[src/rtl/icg_ctrl_pkg.sv]
// Shared types and constants for the clock-gate enable controller:
// FSM state encoding, output reset values and parameter helpers.
package icg_ctrl_pkg;

    typedef enum logic [1:0] {
        ST_RUN   = 2'b00,
        ST_IDLE  = 2'b01,
        ST_GATED = 2'b10,
        ST_WAKE  = 2'b11
    } icg_state_e;

    localparam logic E_RST        = 1'b1;
    localparam logic GATED_RST    = 1'b0;
    localparam logic WAKE_ACK_RST = 1'b0;

    function automatic bit cycles_legal(input int cycles);
        return (cycles >= 32'sd1);
    endfunction

    // Counter must hold the larger of the two reload values plus one.
    function automatic int cnt_width(input int idle_cycles, input int wake_cycles);
        int max_v;
        max_v = (idle_cycles > wake_cycles) ? idle_cycles : wake_cycles;
        return $clog2(max_v + 32'sd1);
    endfunction

endpackage

[src/rtl/icg_enable_ctrl_if.sv]
// Request/status bundle between the gated-domain requester and the
// ICG enable controller.
interface icg_enable_ctrl_if;

    logic SLEEP_EN;
    logic ACTIVE;
    logic WAKE_REQ;
    logic TE;
    logic E;
    logic GATED;
    logic WAKE_ACK;

    modport master (
        output SLEEP_EN,
        output ACTIVE,
        output WAKE_REQ,
        output TE,
        input  E,
        input  GATED,
        input  WAKE_ACK
    );

    modport slave (
        input  SLEEP_EN,
        input  ACTIVE,
        input  WAKE_REQ,
        input  TE,
        output E,
        output GATED,
        output WAKE_ACK
    );

endinterface

[src/rtl/icg_ctrl_cnt.sv]
// Loadable down-counter with zero flag; saturates at zero so a stray
// decrement cannot wrap into a long idle window.
module icg_ctrl_cnt #(
    parameter int WIDTH = 5
) (
    input  logic             CLK,
    input  logic             RN,
    input  logic             load_i,
    input  logic [WIDTH-1:0] load_val_i,
    input  logic             dec_i,
    output logic [WIDTH-1:0] cnt_o,
    output logic             zero_o
);

    logic [WIDTH-1:0] cnt_q;
    logic [WIDTH-1:0] cnt_d;

    // Next count: load has priority over decrement.
    always_comb begin
        cnt_d = cnt_q;
        if (load_i) begin
            cnt_d = load_val_i;
        end else if (dec_i && (cnt_q != {WIDTH{1'b0}})) begin
            cnt_d = cnt_q - {{(WIDTH-1){1'b0}}, 1'b1};
        end else begin
            cnt_d = cnt_q;
        end
    end

    // Count register.
    always_ff @(posedge CLK or negedge RN) begin
        if (!RN) begin
            cnt_q <= {WIDTH{1'b0}};
        end else begin
            cnt_q <= cnt_d;
        end
    end

    assign cnt_o  = cnt_q;
    assign zero_o = (cnt_q == {WIDTH{1'b0}});

endmodule

[src/rtl/icg_enable_ctrl.sv]
// Drives the E pin of a positive-edge ICG: drops E after an idle window,
// restores it on activity/wake/scan and acknowledges restoration.
module icg_enable_ctrl
    import icg_ctrl_pkg::*;
#(
    parameter int IDLE_CYCLES = 16,
    parameter int WAKE_CYCLES = 2
) (
    input  logic CLK,
    input  logic RN,
    icg_enable_ctrl_if.slave bus
);

    localparam int CNT_W = cnt_width(IDLE_CYCLES, WAKE_CYCLES);
    localparam logic [CNT_W-1:0] IDLE_LOAD = CNT_W'(IDLE_CYCLES - 1);
    localparam logic [CNT_W-1:0] WAKE_LOAD = CNT_W'(WAKE_CYCLES - 1);

    if (!cycles_legal(IDLE_CYCLES)) begin : g_bad_idle
        $error("icg_enable_ctrl: IDLE_CYCLES must be >= 1");
    end
    if (!cycles_legal(WAKE_CYCLES)) begin : g_bad_wake
        $error("icg_enable_ctrl: WAKE_CYCLES must be >= 1");
    end

    icg_state_e       state_q;
    logic             e_q;
    logic             gated_q;
    logic             wake_ack_q;

    logic             wake_s;
    logic             load_s;
    logic [CNT_W-1:0] load_val_s;
    logic             dec_s;
    logic [CNT_W-1:0] cnt_s;
    logic             cnt_zero_s;

    assign wake_s = bus.ACTIVE | bus.WAKE_REQ | ~bus.SLEEP_EN | bus.TE;

    // Counter control: reload on entering IDLE/WAKE, count down while waiting.
    always_comb begin
        load_s     = 1'b0;
        load_val_s = {CNT_W{1'b0}};
        dec_s      = 1'b0;
        case (state_q)
            ST_RUN: begin
                if (!wake_s) begin
                    load_s     = 1'b1;
                    load_val_s = IDLE_LOAD;
                end else begin
                    load_s = 1'b0;
                end
            end
            ST_IDLE: begin
                if (!wake_s && (cnt_s != {CNT_W{1'b0}})) begin
                    dec_s = 1'b1;
                end else begin
                    dec_s = 1'b0;
                end
            end
            ST_GATED: begin
                if (wake_s) begin
                    load_s     = 1'b1;
                    load_val_s = WAKE_LOAD;
                end else begin
                    load_s = 1'b0;
                end
            end
            ST_WAKE: begin
                if (!cnt_zero_s) begin
                    dec_s = 1'b1;
                end else begin
                    dec_s = 1'b0;
                end
            end
            default: begin
                load_s = 1'b0;
                dec_s  = 1'b0;
            end
        endcase
    end

    icg_ctrl_cnt #(
        .WIDTH (CNT_W)
    ) u_cnt (
        .CLK        (CLK),
        .RN         (RN),
        .load_i     (load_s),
        .load_val_i (load_val_s),
        .dec_i      (dec_s),
        .cnt_o      (cnt_s),
        .zero_o     (cnt_zero_s)
    );

    // State and all outputs are registered together so E is a pure flop output.
    always_ff @(posedge CLK or negedge RN) begin
        if (!RN) begin
            state_q    <= ST_RUN;
            e_q        <= E_RST;
            gated_q    <= GATED_RST;
            wake_ack_q <= WAKE_ACK_RST;
        end else begin
            wake_ack_q <= 1'b0;
            case (state_q)
                ST_RUN: begin
                    e_q     <= 1'b1;
                    gated_q <= 1'b0;
                    if (!wake_s) begin
                        state_q <= ST_IDLE;
                    end else begin
                        state_q <= ST_RUN;
                    end
                end
                ST_IDLE: begin
                    if (wake_s) begin
                        state_q <= ST_RUN;
                        e_q     <= 1'b1;
                        gated_q <= 1'b0;
                    end else if (cnt_zero_s) begin
                        state_q <= ST_GATED;
                        e_q     <= 1'b0;
                        gated_q <= 1'b1;
                    end else begin
                        state_q <= ST_IDLE;
                        e_q     <= 1'b1;
                        gated_q <= 1'b0;
                    end
                end
                ST_GATED: begin
                    if (wake_s) begin
                        state_q <= ST_WAKE;
                        e_q     <= 1'b1;
                        gated_q <= 1'b0;
                    end else begin
                        state_q <= ST_GATED;
                        e_q     <= 1'b0;
                        gated_q <= 1'b1;
                    end
                end
                ST_WAKE: begin
                    e_q     <= 1'b1;
                    gated_q <= 1'b0;
                    if (cnt_zero_s) begin
                        state_q    <= ST_RUN;
                        wake_ack_q <= 1'b1;
                    end else begin
                        state_q <= ST_WAKE;
                    end
                end
                default: begin
                    state_q <= ST_RUN;
                    e_q     <= 1'b1;
                    gated_q <= 1'b0;
                end
            endcase
        end
    end

    assign bus.E        = e_q;
    assign bus.GATED    = gated_q;
    assign bus.WAKE_ACK = wake_ack_q;

endmodule
[src/flat_wrapper.sv]
// flat-port wrapper written by rule: the top's interface ports become plain ports
module icg_enable_ctrl_flat import icg_ctrl_pkg::*;
#(
    parameter int IDLE_CYCLES = 16,
    parameter int WAKE_CYCLES = 2
)
  (CLK, RN, bus_SLEEP_EN, bus_ACTIVE, bus_WAKE_REQ, bus_TE, bus_E, bus_GATED, bus_WAKE_ACK);
  icg_enable_ctrl_if bus_i ();
  input  logic CLK;
  input  logic RN;
  input wire logic [$bits(bus_i.SLEEP_EN)-1:0] bus_SLEEP_EN;
  input wire logic [$bits(bus_i.ACTIVE)-1:0] bus_ACTIVE;
  input wire logic [$bits(bus_i.WAKE_REQ)-1:0] bus_WAKE_REQ;
  input wire logic [$bits(bus_i.TE)-1:0] bus_TE;
  output wire logic [$bits(bus_i.E)-1:0] bus_E;
  output wire logic [$bits(bus_i.GATED)-1:0] bus_GATED;
  output wire logic [$bits(bus_i.WAKE_ACK)-1:0] bus_WAKE_ACK;
  assign bus_i.SLEEP_EN = bus_SLEEP_EN;
  assign bus_i.ACTIVE = bus_ACTIVE;
  assign bus_i.WAKE_REQ = bus_WAKE_REQ;
  assign bus_i.TE = bus_TE;
  assign bus_E = bus_i.E;
  assign bus_GATED = bus_i.GATED;
  assign bus_WAKE_ACK = bus_i.WAKE_ACK;
  icg_enable_ctrl #(.IDLE_CYCLES(IDLE_CYCLES), .WAKE_CYCLES(WAKE_CYCLES)) u_core (.CLK(CLK), .RN(RN), .bus(bus_i));
endmodule
[config.mk]
export PLATFORM = sky130hd
export DESIGN_NAME = icg_enable_ctrl_flat
export DESIGN_NICKNAME = d
export VERILOG_FILES = /design/src/rtl/icg_ctrl_pkg.sv /design/src/rtl/icg_enable_ctrl_if.sv /design/src/rtl/icg_ctrl_cnt.sv /design/src/rtl/icg_enable_ctrl.sv /design/src/flat_wrapper.sv
export SDC_FILE = /design/constraint.sdc
export NUM_CORES = 1
export LEC_CHECK = 0
export BUFFER_PORTS_ARGS = -buffer_cell sky130_fd_sc_hd__clkbuf_2
export CORE_MARGIN = 8
export CORE_UTILIZATION = 48
export CTS_BUF_LIST = sky130_fd_sc_hd__clkbuf_4 sky130_fd_sc_hd__clkbuf_8 sky130_fd_sc_hd__clkbuf_16
export DETAILED_ROUTE_END_ITERATION = 7
export GPL_TIMING_DRIVEN = 0
export PLACE_DENSITY = 0.67
export SLEW_MARGIN = 0
export SYNTH_ARGS = -nofsm -noshare
export SYNTH_HDL_FRONTEND = slang
export SYNTH_SLANG_ARGS = --single-unit
[constraint.sdc]
create_clock -name CLK -period 1.75 [get_ports CLK]
set_clock_uncertainty 0.05 [all_clocks]
set_input_delay 0.0875 -clock CLK [delete_from_list [all_inputs] [get_ports CLK]]
set_output_delay 0.0875 -clock CLK [all_outputs]
set_load 0.05 [all_outputs]
==> summary.md, run 1 <==
| Metric | Value |
|---|---|
| Adder-Cell Fraction of Synth Area | 10.04% |
| Avg Vias per Cell | 5.899 |
| Core Util, Final | 61.14% |
| Worst Hold Depth | 3 |
| Core area | 1252 µm² |
| Syn_nets | 70 |
| WL/cell | 15.12 µm |
| Die Height | 52.03 µm |
| Worst-Margin Slew | 0.3957 ns |
| Starting Density | 49.75% |
| Clock Tree Root | clkbuf_4 |
| Met3 wire len | 96 µm |
| EDFF count, synth | 0 |
| Worst Path Arrival | 1.86 ns |
| Final Setup Violations | 0 |
| Count leader, synth | dfrtp_1 |
| Power Density | 704.0 nW/µm² |
| DRT met1 WL | 615 µm |
| Met2 WL post-DR | 620 µm |
| Hold Path End | u_core.bus.GATED |
| Grt ovf | 0 |
| Synth unique cells | 26 |
| Full die area | 2707 µm² |
| Fmax | 586.9 MHz |
| Leak | 0.3160 nW |
| DR vias | 525 |
| Yosys top cell by area | dfrtp_1 |
| Crit. End Element | flop |
| Sequential fraction of the synthesis area | 40.36% |
| RR Endpoint | u_core.u_cnt.cnt_o[1] |
| Xor and xnor area share after synthesis | 1.406% |
| Area growth, synth to finish | 22.89% |
| Final period utilization | 97.37% |
| Max Fanout on Critical Path | 4 |
| CTS sink cnt | 10 |
| Synth Area in Compound Gates | 21.08% |
| CP Depth | 6 |
| Slew margin rel. | 73.51% |
| I/O pin total | 9 |
| Initial antenna violation count | 0 |
| Placed inst area | 681.9 µm² |
| Overall routing resource usage | 9.741% |
| Yosys warnings | 0 |
| Kind of critical path | reg -> reg |
| First DRT Iteration DRCs | 7 |
| Multi-input gate area | 367.9 µm² |
| FF-to-FF setup slack | 0.05 ns |
| Start of the worst register-to-register path | u_core.u_cnt.cnt_o[1] |
| Worst-path clk slew | 0.07 ns |
| Total CTS buffers | 3 |
| Highest routed metal layer | met4 |
| FF+latch count, synth | 10 |
| Share of layout cells above drive strength 1 | 37.84% |
| H-tree depth | 1 |
| N_diodes | 0 |
| Routability cong. | 0.8046 |
| Fill count | 117 |
| Nets | 86 |
| Crit-path cells | inv_2 -> ha_4 -> or4b_4 -> o211ai_1 -> buf_4 -> o211a_1 |
| Worst path max stage delay | 0.48 ns |
| Simple-gate portion of the synthesized area | 21.89% |
| Placed insts | 82 |
| Hold crit path type | in -> reg |
| Post-synthesis mux area share | 1.606% |
| Die X-Extent | 52.03 µm |
| Largest family of logic cells by synthesized area | simple AND/OR/NAND/NOR gates |
| CP Launch Point | u_core.u_cnt.cnt_o[1] |
| CTS tree | yes |
| Post-synth ARST share | 100.0% |
| Commonest cells in the netlist | dfrtp_1 (9), a21oi_1 (7), ha_1 (5), inv_1 (5), nand2_1 (5) |
| Syn avg cell area | 10.56 µm² |
| Design area | 765.7 µm² |
| Min Tclk post-route | 1.704 ns |
| Row cnt | 13 |
| Reg area | 251.5 µm² |
| Startpoint class of the critical path | flop |
| First-pass GRT wire length | 2.021 mm |
| Buffers & Inverters on Critical Path | 2 |
| VDD IR max | 0.3166 mV |
| Top post-synthesis cells by area | dfrtp_1 (36%), ha_1 (10%), a21oi_1 (5.6%) |
| Detailed Route WL | 1.346 mm |
| PortBufs | 8 |
| Drt pass-1 iters | 4 |
| Max-cap violation count | 0 |
| Vias in the first global route | 435 |
| Pin count of the biggest net entering global routing | 11 |
| Status | completed |
| Post-detail-place hpwl | 929.9 µm |
| Reg2Reg Depth | 6 |
| HP Start | bus_WAKE_REQ |
| Antenna viol nets, final | 0 |
| Top cell type's share of synthesized area | 36.14% |
| Clk buf depth | 2 |
| Cell area after synthesis | 623.1 µm² |
| CP max stage cell | or4b_4 |
| Ys flop type | dfrtp_1 |
| Worst EP required | 1.91 ns |
| Max-slew violation count | 0 |
| Fin cells | 89 |
| Syn Inst Count | 59 |
| Final Hold Violating Endpoints | 0 |
| Remaining DRCs | 0 |
| Skew-Pair Late Insertion Delay | 0.27 ns |
| Delay-heaviest family, CP | simple AND/OR/NAND/NOR gates |
-- worst min-delay path, stage by stage --
cell and delay, ns:
clkbuf_2 0.11, or4b_4 0.16, nor2_1 0.05
-- through the flow --
step                power, mW  setup WS, ns  setup TNS [ns]  hold WS [ns]
global route           0.5753      -0.02193        -0.03101        0.1377
CTS                    0.5300      0.001809               0        0.1351
floorplan              0.2950       0.07886               0       -0.2581
global placement       0.3142      -0.03093        -0.04303      -0.08356
detailed placement     0.3164      -0.03154        -0.04951      -0.08023
finish                 0.5391       0.04602               0        0.1372
-- power breakdown --
group | leakage [nW] | switching, mW | internal [mW]
combinational | 0.178 | 0.0356 | 0.0337
sequential | 0.117 | 0.0142 | 0.243
clock | 0.0210 | 0.0860 | 0.126
total | 0.316 | 0.136 | 0.403
-- per-layer routing --
layer	vias up	track usage [%]
li1	246	-
met1	254	12.95
met2	22	13.40
met3	3	3.989
met4	0	3.982
met5	-	0
-- cell type report --
cell class,instances,area share (%)
Clock buffer,4,4.739
Multi-Input combinational cell,43,48.04
Timing Repair Buffer,12,9.477
Inverter,5,2.451
Tap cell,15,2.451
Sequential cell,10,32.84
-- layout by cell type (no fill, tap or decap) --
| master | n |
|---|---|
| nand3_1 | 4 |
| and2_1 | 1 |
| nor4b_2 | 1 |
| clkbuf_2 | 8 |
| o211a_1 | 1 |
| and2_2 | 1 |
| a311oi_1 | 1 |
| ha_4 | 1 |
| inv_1 | 3 |
| nor4b_4 | 1 |
| or2_2 | 1 |
| o22ai_1 | 1 |
| o31a_1 | 2 |
| dfrtp_1 | 9 |
| clkbuf_8 | 1 |
| a221oi_2 | 1 |
| dlygate4sd3_1 | 1 |
| inv_2 | 2 |
| a311oi_2 | 1 |
| ha_1 | 4 |
| mux2i_1 | 1 |
| a21oi_1 | 7 |
| or3_1 | 1 |
| o211ai_1 | 1 |
| clkbuf_4 | 3 |
| o21ai_4 | 1 |
| nand2_1 | 5 |
| buf_4 | 3 |
| dfstp_2 | 1 |
| nor2_1 | 3 |
| xnor2_1 | 1 |
| or4b_4 | 2 |
-- cell families (layout without fill, tap and decap cells) --
logic type,Yosys count,in the layout
AO/OA/AOI/OAI,16,16
XOR/XNOR,1,1
adder cells (fa/ha/maj),5,5
buffers and inverters,6,21
flip-flops,10,10
multiplexers,1,1
AND/OR/NAND/NOR,20,20
-- worst max path at each step --
stage / end / slack [ns]
after detailed placement: u_core.u_cnt.cnt_o[0] / -0.03
after global placement: u_core.u_cnt.cnt_o[0] / -0.03
final: u_core.u_cnt.cnt_o[1] / 0.05
after floorplan: u_core.u_cnt.cnt_o[0] / 0.08
after CTS: u_core.u_cnt.cnt_o[0] / 0.002
after global routing: u_core.u_cnt.cnt_o[0] / -0.02
-- sequential cells by signal, summed over array words and instances (netlist names) --
signal               flops
u_core.bus.E             1
u_core.bus.WAKE_ACK      1
u_core.bus.GATED         1
u_core.u_cnt.cnt_o       5
u_core.state_q           2
-- repair_timing --
item | 4_1_cts | 5_1_grt
endpoints found under the hold margin | 10 | 0
hold buffers | 1 | 0
setup endpoints to repair | 2 | 7
gates resized for setup | 1 | 4
setup buffers | 1 | 2
pin swaps | 1 | 3
No activity file was read; power rests on OpenSTA's default activity.
==> inputs of run 2 (changes only) <==
- REMOVE_ABC_BUFFERS: not set -> 1
==> summary.md, run 2 (synthesis gave the netlist of run 1 again) <==
| Metric | Value |
|---|---|
| Core area | 1252 µm² (unchanged) |
| Worst Hold Depth | 3 (unchanged) |
| Worst EP required | 1.85 ns (was 1.91 ns) |
| Reg2Reg Depth | 6 (unchanged) |
| Placed inst area | 678.2 µm² (was 681.9 µm²) |
| CP Depth | 6 (unchanged) |
| Total CTS buffers | 3 (unchanged) |
| Startpoint class of the critical path | flop (unchanged) |
| Antenna viol nets, final | 0 (unchanged) |
| Worst Path Arrival | 1.80 ns (was 1.86 ns) |
| Final Hold Violating Endpoints | 0 (unchanged) |
| Sequential power share | 47.5% (was 47.8%) |
| Setup tns final | 0 ns (unchanged) |
| H-tree depth | 1 (unchanged) |
| Initial antenna violation count | 0 (unchanged) |
| Row cnt | 13 (unchanged) |
| Worst-path clk slew | 0.07 ns (about the same) |
| Pin count of the biggest net entering global routing | 11 (unchanged) |
| First DRT Iteration DRCs | 14 (was 7) |
| Setup ws final | 0.05161 ns (was 0.04602 ns) |
| Final Setup Violations | 0 (unchanged) |
| Full die area | 2707 µm² (unchanged) |
| Commonest non-fill, non-tap cells in the layout | dfrtp_1 (9), clkbuf_2 (8), a21oi_1 (5), nand2_1 (5) (was dfrtp_1 (9), clkbuf_2 (8), a21oi_1 (7), nand2_1 (5)) |
| Area growth, synth to finish | 24.10% (was 22.89%) |
| CP max stage cell | or4b_4 (unchanged) |
| Worst-Margin Slew | 0.4144 ns (was 0.3957 ns) |
| Clk buf depth | 2 (unchanged) |
| RSZ-0062 raised after global routing | yes |
| Post-detail-place hpwl | 938.1 µm (was 929.9 µm) |
| Starting Density | 49.75% (unchanged) |
| Nets | 86 (unchanged) |
| Design area | 773.2 µm² (was 765.7 µm²) |
| DR vias | 515 (was 525) |
| Multi-input gate area | 375.4 µm² (was 367.9 µm²) |
| Detailed Route WL | 1.286 mm (was 1.346 mm) |
| Hold WS | 0.1413 ns (was 0.1372 ns) |
| Reg area | 251.5 µm² (unchanged) |
| Delay-heaviest family, CP | simple AND/OR/NAND/NOR gates (unchanged) |
| Clock Power Share | 40.3% (was 39.4%) |
| Clock Tree Root | clkbuf_4 (unchanged) |
| Int Pwr | 0.4005 mW (was 0.4033 mW) |
| I/O pin total | 9 (unchanged) |
| Avg Vias per Cell | 5.787 (was 5.899) |
| Drt pass-1 iters | 4 (unchanged) |
| Overall routing resource usage | 11.02% (was 9.741%) |
| Skew-Pair Late Insertion Delay | 0.27 ns (about the same) |
| Max FFs per register | 5 (unchanged) |
| Switching Fraction | 25.80% (was 25.20%) |
| Core Util, Final | 61.74% (was 61.14%) |
| Fill count | 102 (was 117) |
| Slew margin rel. | 72.26% (was 73.51%) |
| Crit-path cells | inv_2 -> ha_4 -> or4b_4 -> o211ai_1 -> xnor2_1 -> nand3_1 (was inv_2 -> ha_4 -> or4b_4 -> o211ai_1 -> buf_4 -> o211a_1) |
| Routability cong. | 0.7829 (was 0.8046) |
| Combinational power share | 12.1% (was 12.9%) |
| Buffers & Inverters on Critical Path | 1 (was 2) |
| WL/cell | 14.45 µm (was 15.12 µm) |
| Share of layout cells above drive strength 1 | 40.54% (was 37.84%) |
| Final period utilization | 97.05% (was 97.37%) |
| Max Fanout on Critical Path | 3 (was 4) |
| Power Density | 698.1 nW/µm² (was 704.0 nW/µm²) |
| CP Launch Point | u_core.u_cnt.cnt_o[0] (was u_core.u_cnt.cnt_o[1]) |
| CTS sink cnt | 10 (unchanged) |
| CTS tree | yes (unchanged) |
| VDD IR max | 0.4429 mV (was 0.3166 mV) |
| PortBufs | 8 (unchanged) |
| Die Height | 52.03 µm (unchanged) |
| Kind of critical path | reg -> reg (unchanged) |
| Hold crit path type | in -> reg (unchanged) |
| Vias in the first global route | 525 (was 435) |
| First-pass GRT wire length | 2.283 mm (was 2.021 mm) |
| N_diodes | 0 (unchanged) |
| Status | completed (unchanged) |
| Leak | 0.3171 nW (was 0.3160 nW) |
| Fmax | 588.8 MHz (was 586.9 MHz) |
| Die X-Extent | 52.03 µm (unchanged) |
| Worst path max stage delay | 0.48 ns (about the same) |
| Max-slew violation count | 0 (unchanged) |
| Start of the worst register-to-register path | u_core.u_cnt.cnt_o[0] (was u_core.u_cnt.cnt_o[1]) |
| Crit. End Element | flop (unchanged) |
| Commonest non-fill, non-tap cell in the layout | dfrtp_1 (unchanged) |
| Pre-CTS setup slack | -0.03931 ns (was -0.03154 ns) |
| Min Tclk post-route | 1.698 ns (was 1.704 ns) |
| HP Start | bus_ACTIVE (was bus_WAKE_REQ) |
| NetSw | 0.1393 mW (was 0.1358 mW) |
| Remaining DRCs | 0 (unchanged) |
| Grt ovf | 0 (unchanged) |
| Max-cap violation count | 0 (unchanged) |
run 2: changes by cell type in the layout (fill, tap and decap cells not counted):
cell and delta:
a21oi_2 +2, a21oi_1 -2
run 2: what timing repair did:
action | in CTS | in global routing
pin swaps | 3 | 5
endpoints found under the setup margin | 3 | 7
resized for setup | 2 | 5
endpoints found under the hold margin | 10 | 0
hold buffers | 1 | 0
buffers inserted | 1 | 2
run 2: cell type report:
class,count,area share [%]
clock buffers,4,4.693
inverters,5,2.427
multi-input cells,43,48.54
flip-flops and latches,10,32.52
well taps,15,2.427
repair buffers,12,9.385
run 2: power by group through the flow:
stage	sequential, mW	combinational (mW)	clock, mW
after CTS	0.254	0.0651	0.216
after global routing	0.259	0.0753	0.239
after global placement	0.258	0.0555	0
after detailed placement	0.259	0.0580	0
final	0.257	0.0656	0.218
after floorplan	0.259	0.0363	0
run 2: worst paths after layout:
| check | endpoint | slack [ns] |
|---|---|---|
| worst max-delay path | u_core.u_cnt.cnt_o[0] | 0.05 |
| worst min-delay path | u_core.bus.GATED | 0.14 |
| worst max register to register | u_core.u_cnt.cnt_o[0] | 0.05 |
| worst min register to register | u_core.u_cnt.cnt_o[4] | 0.52 |
| max in group asynchronous | u_core.bus.E | 1.23 |
| min in group asynchronous | u_core.state_q[0] | 0.16 |
run 2: worst min-delay path, cell delays in order:
cell and delay, ns:
clkbuf_2 0.11, or4b_4 0.16, nor2_1 0.06
run 2: per-layer routing:
layer  wire (µm)  global-route usage, %  vias up
li1            -                      -      249
met2         605                  17.00       16
met3          71                  3.989        5
met4          21                  5.310        0
met1         587                  13.16      245
met5           0                      0        -
run 2: stage by stage:
stage	total power, mW	instances
2_1_floorplan	0.2950	58
3_3_place_gp	0.3139	81
3_5_place_dp	0.3166	81
4_1_cts	0.5356	87
5_1_grt	0.5727	89
6_report	0.5398	89
==> inputs of run 3 (changes only) <==
- RECOVER_POWER: not set -> 100
==> summary.md, run 3 (synthesis gave the netlist of run 1 again) <==
| Metric | Value |
|---|---|
| First DRT Iteration DRCs | 14 (unchanged) |
| Hold WS | 0.1414 ns (was 0.1413 ns) |
| Design area | 768.2 µm² (was 773.2 µm²) |
| Core Util, Final | 61.34% (was 61.74%) |
| Setup tns final | 0 ns (unchanged) |
| Die X-Extent | 52.03 µm (unchanged) |
| Pre-CTS setup slack | -0.03931 ns (unchanged) |
| H-tree depth | 1 (unchanged) |
| Setup ws final | 0.05163 ns (was 0.05161 ns) |
| Row cnt | 13 (unchanged) |
| Total CTS buffers | 3 (unchanged) |
| Slew margin rel. | 60.33% (was 72.26%) |
| CTS sink cnt | 10 (unchanged) |
| Vias in the first global route | 525 (unchanged) |
| Max Fanout on Critical Path | 3 (unchanged) |
| Area growth, synth to finish | 23.29% (was 24.10%) |
| Final Hold Violating Endpoints | 0 (unchanged) |
| PnR Total Power | 0.5392 mW (was 0.5398 mW) |
| Startpoint class of the critical path | flop (unchanged) |
| Hold crit path type | in -> reg (unchanged) |
| Crit. End Element | flop (unchanged) |
| Commonest non-fill, non-tap cell in the layout | dfrtp_1 (unchanged) |
| First-pass GRT wire length | 2.283 mm (unchanged) |
| Skew-Pair Late Insertion Delay | 0.27 ns (about the same) |
| Min Tclk post-route | 1.698 ns (about the same) |
| Starting Density | 49.75% (unchanged) |
| CTS tree | yes (unchanged) |
| Grt ovf | 0 (unchanged) |
| Routability cong. | 0.7829 (unchanged) |
| Worst-Margin Slew | 0.5976 ns (was 0.4144 ns) |
| Worst Path Arrival | 1.80 ns (about the same) |
| Placed insts | 81 (unchanged) |
| Remaining DRCs | 0 (unchanged) |
| Power Density | 701.9 nW/µm² (was 698.1 nW/µm²) |
| Max-cap violation count | 0 (unchanged) |
| Worst-path clk slew | 0.07 ns (about the same) |
| Avg Vias per Cell | 5.787 (unchanged) |
| DR vias | 515 (unchanged) |
| Fin cells | 89 (unchanged) |
| Share of layout cells above drive strength 1 | 35.14% (was 40.54%) |
| N_diodes | 0 (unchanged) |
| PortBufs | 8 (unchanged) |
| Final period utilization | 97.05% (about the same) |
| Fmax | 588.8 MHz (about the same) |
| Nets | 86 (unchanged) |
| Max-slew violation count | 0 (unchanged) |
| Initial antenna violation count | 0 (unchanged) |
| Commonest non-fill, non-tap cells in the layout | dfrtp_1 (9), a21oi_1 (5), nand2_1 (5) (was dfrtp_1 (9), clkbuf_2 (8), a21oi_1 (5), nand2_1 (5)) |
| I/O pin total | 9 (unchanged) |
| Drt pass-1 iters | 4 (unchanged) |
| Leak | 0.3047 nW (was 0.3171 nW) |
| Final Setup Violations | 0 (unchanged) |
| Pin count of the biggest net entering global routing | 11 (unchanged) |
| Clock Tree Root | clkbuf_4 (unchanged) |
| Full die area | 2707 µm² (unchanged) |
| RSZ-0062 raised after global routing | yes (unchanged) |
| Detailed Route WL | 1.288 mm (was 1.286 mm) |
| VDD IR max | 0.4427 mV (was 0.4429 mV) |
| WL/cell | 14.47 µm (was 14.45 µm) |
| Worst EP required | 1.85 ns (about the same) |
| Core area | 1252 µm² (unchanged) |
| Die Height | 52.03 µm (unchanged) |
| Clk buf depth | 2 (unchanged) |
| Status | completed (unchanged) |
| Placed inst area | 678.2 µm² (unchanged) |
| Antenna viol nets, final | 0 (unchanged) |
| Kind of critical path | reg -> reg (unchanged) |
| Fill count | 104 (was 102) |
| Post-detail-place hpwl | 938.1 µm (unchanged) |
| Overall routing resource usage | 11.02% (unchanged) |
| Max FFs per register | 5 (unchanged) |
## run 3: cell types whose count changed in the layout (fill, tap and decap cells not counted)
cell      change
clkbuf_1      +4
clkbuf_2      -4
## run 3: worst max-delay path, cell delays in order, from the launching register on
cell	delay (ns)
dfrtp_1	0.39
inv_2	0.09
ha_4	0.14
or4b_4	0.48
o211ai_1	0.19
xnor2_1	0.16
nand3_1	0.08
## run 3: final timing paths
check | from | slack [ns] | cells past startpoint | to
worst max-delay path | u_core.u_cnt.cnt_o[0] | 0.05 | 6 | u_core.u_cnt.cnt_o[0]
worst min-delay path | bus_ACTIVE | 0.14 | 3 | u_core.bus.GATED
worst max register to register | u_core.u_cnt.cnt_o[0] | 0.05 | 6 | u_core.u_cnt.cnt_o[0]
worst min register to register | u_core.u_cnt.cnt_o[4] | 0.52 | 2 | u_core.u_cnt.cnt_o[4]
max in group asynchronous | RN | 1.03 | 2 | u_core.bus.E
min in group asynchronous | RN | 0.25 | 2 | u_core.state_q[0]
## run 3: repair_timing
| action | 4_1_cts | 5_1_grt |
|---|---|---|
| cloned | 0 | 0 |
| resized for setup | 2 | 5 |
| endpoints found under the hold margin | 10 | 0 |
| setup endpoints to repair | 3 | 7 |
| setup buffers | 1 | 2 |
| hold buffers | 1 | 0 |
| pin swaps | 3 | 5 |
## run 3: final cells by class
class | instances | area [µm²] | share of cell area (%)
Multi-Input combinational cell | 43 | 375.4 | 48.86
Sequential cell | 10 | 251.5 | 32.74
Timing Repair Buffer | 12 | 67.56 | 8.795
Clock buffer | 4 | 36.28 | 4.723
Inverter | 5 | 18.77 | 2.443
Tap cell | 15 | 18.77 | 2.443
## run 3: where the power goes
part           internal (mW)  switching (mW)
combinational         0.0305          0.0346
sequential             0.243          0.0134
clock                  0.126          0.0911
## run 3: routing by layer
| metal | up-vias | track usage (%) | wire [µm] |
|---|---|---|---|
| li1 | 249 | - | - |
| met1 | 245 | 13.16 | 584 |
| met2 | 16 | 17.00 | 606 |
| met3 | 5 | 3.989 | 75 |
| met4 | 0 | 5.310 | 21 |
| met5 | - | 0 | 0 |
